## src/rtl/vga_timing_gen.sv

```systemverilog
// VGA raster timing: pixel-rate divider, h/v counters and registered sync,
// position and strobe outputs, all sharing one cycle of lag behind the counters.
module vga_timing_gen #(
  parameter int CLK_DIV  = 2,
  parameter int H_ACTIVE = 640,
  parameter int H_FP     = 16,
  parameter int H_SYNC   = 96,
  parameter int H_BP     = 48,
  parameter int V_ACTIVE = 480,
  parameter int V_FP     = 10,
  parameter int V_SYNC   = 2,
  parameter int V_BP     = 33
) (
  input  logic       clk_in,
  input  logic       i_rst,
  output logic       o_hs,
  output logic       o_vs,
  output logic       o_active,
  output logic [9:0] o_x,
  output logic [8:0] o_y,
  output logic       o_pix_stb,
  output logic       o_line_end,
  output logic       o_frame_end
);

  localparam int DIV_W = (CLK_DIV > 1) ? $clog2(CLK_DIV) : 1;

  localparam logic [DIV_W-1:0] DIV_LAST = DIV_W'(CLK_DIV - 1);
  localparam logic [9:0] H_ACT  = 10'(H_ACTIVE);
  localparam logic [9:0] H_SS   = 10'(H_ACTIVE + H_FP);
  localparam logic [9:0] H_SE   = 10'(H_ACTIVE + H_FP + H_SYNC);
  localparam logic [9:0] H_LAST = 10'(H_ACTIVE + H_FP + H_SYNC + H_BP - 1);
  localparam logic [9:0] V_ACT  = 10'(V_ACTIVE);
  localparam logic [9:0] V_SS   = 10'(V_ACTIVE + V_FP);
  localparam logic [9:0] V_SE   = 10'(V_ACTIVE + V_FP + V_SYNC);
  localparam logic [9:0] V_LAST = 10'(V_ACTIVE + V_FP + V_SYNC + V_BP - 1);

  typedef struct packed {
    logic       hs;
    logic       vs;
    logic       active;
    logic [9:0] x;
    logic [8:0] y;
    logic       pix_stb;
    logic       line_end;
    logic       frame_end;
  } vga_out_t;

  localparam vga_out_t OUT_RST = '{hs: 1'b1, vs: 1'b1, active: 1'b1, x: '0, y: '0,
                                   pix_stb: 1'b0, line_end: 1'b0, frame_end: 1'b0};

  logic [DIV_W-1:0] div_cnt;
  logic [9:0]       h_cnt, v_cnt;
  logic             stb, h_wrap, v_wrap;
  logic [9:0]       y_full;
  vga_out_t         dec, out_q;

  assign stb    = (div_cnt == DIV_LAST);
  assign h_wrap = (h_cnt == H_LAST);
  assign v_wrap = (v_cnt == V_LAST);

  always_ff @(posedge clk_in) begin
    if (i_rst) begin
      div_cnt <= '0;
      h_cnt   <= '0;
      v_cnt   <= '0;
    end else begin
      div_cnt <= stb ? '0 : div_cnt + 1'b1;
      if (stb) begin
        h_cnt <= h_wrap ? '0 : h_cnt + 10'd1;
        if (h_wrap) v_cnt <= v_wrap ? '0 : v_cnt + 10'd1;
      end
    end
  end

  // Decode of the current counters; pulses use pre-advance values on the stb cycle.
  always_comb begin
    y_full        = (v_cnt < V_ACT) ? v_cnt : V_ACT - 10'd1;
    dec           = OUT_RST;
    dec.active    = (h_cnt < H_ACT) && (v_cnt < V_ACT);
    dec.hs        = !((h_cnt >= H_SS) && (h_cnt < H_SE));
    dec.vs        = !((v_cnt >= V_SS) && (v_cnt < V_SE));
    dec.x         = (h_cnt < H_ACT) ? h_cnt : H_ACT - 10'd1;
    dec.y         = y_full[8:0];
    dec.pix_stb   = stb;
    dec.line_end  = stb && h_wrap;
    dec.frame_end = stb && h_wrap && (v_cnt == V_ACT - 10'd1);
  end

  always_ff @(posedge clk_in) begin
    if (i_rst) out_q <= OUT_RST;
    else       out_q <= dec;
  end

  assign o_hs        = out_q.hs;
  assign o_vs        = out_q.vs;
  assign o_active    = out_q.active;
  assign o_x         = out_q.x;
  assign o_y         = out_q.y;
  assign o_pix_stb   = out_q.pix_stb;
  assign o_line_end  = out_q.line_end;
  assign o_frame_end = out_q.frame_end;

endmodule

```

## config.mk

```make
export PLATFORM = sky130hd
export DESIGN_NAME = vga_timing_gen
export DESIGN_NICKNAME = d
export VERILOG_FILES = /design/src/rtl/vga_timing_gen.sv
export SDC_FILE = /design/constraint.sdc
export NUM_CORES = 1
export LEC_CHECK = 0
export CAP_MARGIN = 20
export CORE_MARGIN = 5
export CORE_UTILIZATION = 52
export CTS_CLUSTER_DIAMETER = 30
export DETAILED_ROUTE_END_ITERATION = 6
export GPL_TIMING_DRIVEN = 0
export MAX_ROUTING_LAYER = met4
export PLACE_DENSITY = 0.82
export SETUP_SLACK_MARGIN = 0.05
export SLEW_MARGIN = 20
export SYNTH_ARGS = -nofsm -noshare
export SYNTH_HDL_FRONTEND = slang
export SYNTH_SLANG_ARGS = --single-unit
```

## constraint.sdc

```tcl
create_clock -name clk_in -period 2.12 [get_ports clk_in]
set_input_delay 0.318 -clock clk_in [delete_from_list [all_inputs] [get_ports clk_in]]
set_output_delay 0.318 -clock clk_in [all_outputs]
set_load 0.005 [all_outputs]
```

==> results.toml, run 1 <==
[drt]
drt-pass1-iter-count = 4
wl_met3_um = 171
via_per_inst = 5.31
drtIter0Drc = 86
wl_met1_mm = 1.65
drcViolationCount = 0
detail-route-antenna-nets = 0
route.met2.wl_mm = 1.75
top_layer = "met4"
wire_per_inst_um = 12.7
num_vias = 1518
finalWirelength_mm = 3.64

[critical_path]
critPathRequiredTime_ns = 2.43
critPathSlowestCell = "or4_4"
worstReg2RegStart = "h_cnt[0]$_SDFFE_PP0P_"
crit_path_start = "h_cnt[0]$_SDFFE_PP0P_"
worstSetupPathType = "register to register"
crit_arrival_ns = 2.25
worst_path_largest_cell_delay_ns = 0.55
endpoint_kind = "register"
crit_fanout = 8
cp_cell_sequence = "ha_4 -> nand4bb_1 -> buf_2 -> or4_4 -> or3_1 -> a21oi_1"
startpoint_type = "register"

[floorplanning]
dieArea_mm2 = 0.00475
die_y_um = 68.9
io_pins = 27
fp.coreArea_mm2 = 0.00334
die-width_um = 68.9
start_util_pct = 54.0
num_rows = 21

[sta]
fmax_mhz = 516
setup_viol = 0
drv_slew = 0
tns_ns = 0
finalCriticalPeriod_ns = 1.94
rsz0062_at_grt = "false"
worstMarginPinSlew_ns = 0.531
period_share_pct = 91.5
finalWorstSetupSlack_ns = 0.180
slew_headroom_pct = 64.6
skew_ns = 0.0146
hold_violations = 0

[power_and_ir_drop]
powerDensity_mw_per_mm2 = 698
vdd_drop_max_mv = 0.414
power.leakage_uw = 0.000744

[clocking]
cts_tree = "built"
cts.sinks = 46
clkSlewWorstSetupHoldPaths_ns = 0.14
clk_latency_ns = 0.37
postCtsHoldBufs = 0
clk_root_buffer_cell = "clkbuf_4"
h-tree-depth = 2
cts_buffers = 5
clock_path_buffers = 2

[synthesis]
synth_area_leaders = "dfxtp_1, nor2_1, xnor2_1, nand4_1, ha_1"
synth_cell_types = 29
syn_nets = 212
synth_edf_count = 0
synth-seq-cells = 46
async_flop_share_pct = 0
synth_top_area_share_pct = 51.1
synth_top_area_cell = "dfxtp_1"
synth_commonest_cells = "dfxtp_1, nor2_1, clkbuf_1, nand4_1, xnor2_1"
syn-mean-instance-area_um2 = 8.75
synth_cells = 206
synth_area_mm2 = 0.00180
ys.flop_type = "dfxtp_1"
ys.warnings.count = 0
yosysSeqAreaShare_pct = 51.1

[global_routing]
track_usage_pct = 17.9
grt_antenna_before_repair = 0
grt_overflow_total = 0
grt_pass1_vias = 1482
grt_max_degree = 16
grt_pass1_wl_mm = 6.21

[final_layout]
areaGrowthSynthToFinish_pct = 24.9
antenna_cells = 0
drive_above_1_share_pct = 7.50
fillCellCount = 283
finalNetCount = 245

[placement]
place_ws_ns = 0.0701
place_congestion = 0.851
portBuffers = 26
dp_hpwl_mm = 2.58

[min_path]
hold_start = "h_cnt[7]$_SDFFE_PP0P_"
hold_path_class = "register to register"

[status]
status = "finished, final reports clean"

[run]
cap_violations = 0
placed cells by master, fill, tap and decap left out, types with 2 or more instances in the layout:
cell type	Yosys	final
nor2_1	46	46
dfxtp_1	46	44
clkdlybuf4s50_1	0	26
clkbuf_1	12	11
nand4_1	10	10
xnor2_1	9	9
inv_1	8	8
nand3_1	8	8
a21oi_1	8	8
nand2_1	7	7
or3_1	6	6
nor3_1	6	6
o21ai_0	5	5
nor4_1	5	5
clkbuf_4	0	5
nand2b_1	4	4
xor2_1	3	3
ha_1	4	3
nand4bb_1	2	2
nor3b_1	2	2
or4_4	2	2
or4_1	2	2
nor2b_1	2	2
bufinv_16	0	2
sequential cells by signal (all words and copies together) (netlist names):
name,cells
o_hs,1
h_cnt,10
o_line_end,1
o_active,1
o_vs,1
o_y,9
o_x,10
div_cnt,1
v_cnt,10
o_frame_end,1
o_pix_stb,1
cell type report:
cell class,count,area [µm²],area share [%]
clock buffers,5,37.5,1.67
well taps,46,57.6,2.56
multi-input cells,138,807,35.8
inverters,8,30.0,1.33
clock inverters,3,68.8,3.06
flip-flops and latches,46,926,41.1
plain buffers,13,57.6,2.56
repair buffers,27,268,11.9
stage by stage:
stage	power, µW	cell area [µm²]	util [%]	hold slack [ns]	instances
finish	1570	2250	67.5	0.502	286
global route	1630	2250	67.5	0.546	286
CTS	1580	2230	66.8	0.503	286
detailed placement	935	2120	63.6	0.473	278
global placement	934	2120	63.6	0.468	278
floorplan	918	1800	-	0.401	206
power breakdown:
group	total [µW]	switching [µW]	internal [µW]
sequential	877	6.23	871
combinational	43.0	25.6	17.3
clock	651	283	369
final timing paths:
check / end / slack, ns / cells past startpoint
setup reg to reg: v_cnt[8]$_SDFFE_PP0P_ / 0.18 / 6
hold / removal: o_hs$_SDFF_PP1_ / 0.50 / 1
hold reg to reg: o_hs$_SDFF_PP1_ / 0.50 / 1
setup / recovery: v_cnt[8]$_SDFFE_PP0P_ / 0.18 / 6
layer usage:
layer	vias to the layer above	track usage [%]
met1	710	20.0
met5	-	-
met4	0	9.49
met3	7	3.89
li1	760	-
met2	41	29.9
cells by family after synthesis:
kind of cell    synth area share [%]
compound gates                  4.86
buf+inv                         5.07
xor+xnor                        5.83
flops                           51.1
fa+ha+maj                       2.78
simple gates                    30.4
worst max-delay path: cells and delay by family, from the launching register on:
family | cells | cell delay, ns
flip-flops | 1 | 0.40
adder cells (fa/ha/maj) | 1 | 0.17
AND/OR/NAND/NOR | 3 | 1.00
AO/OA/AOI/OAI | 1 | 0.13
buffers and inverters | 1 | 0.17
timing repair:
item,4_1_cts,5_1_grt
pin swaps,0,0
hold endpoints to repair,0,0
resized for setup,1,5
setup buffers,0,1
endpoints found under the setup margin,1,16
No activity file was read; power rests on OpenSTA's default activity.
==> run 2: changes to the inputs <==
--- a/config.mk
+++ b/config.mk
@@ -5,12 +5,13 @@
 export SDC_FILE = /design/constraint.sdc
 export NUM_CORES = 1
 export LEC_CHECK = 0
-export CAP_MARGIN = 20
+export CAP_MARGIN = 10
 export CORE_MARGIN = 5
 export CORE_UTILIZATION = 52
 export CTS_CLUSTER_DIAMETER = 30
 export DETAILED_ROUTE_END_ITERATION = 6
 export GPL_TIMING_DRIVEN = 0
+export HOLD_SLACK_MARGIN = 0.05
 export MAX_ROUTING_LAYER = met4
 export PLACE_DENSITY = 0.82
 export SETUP_SLACK_MARGIN = 0.05
==> results of run 2 <==
No change in the layout: final DEF, timing and power equal those of run 1.
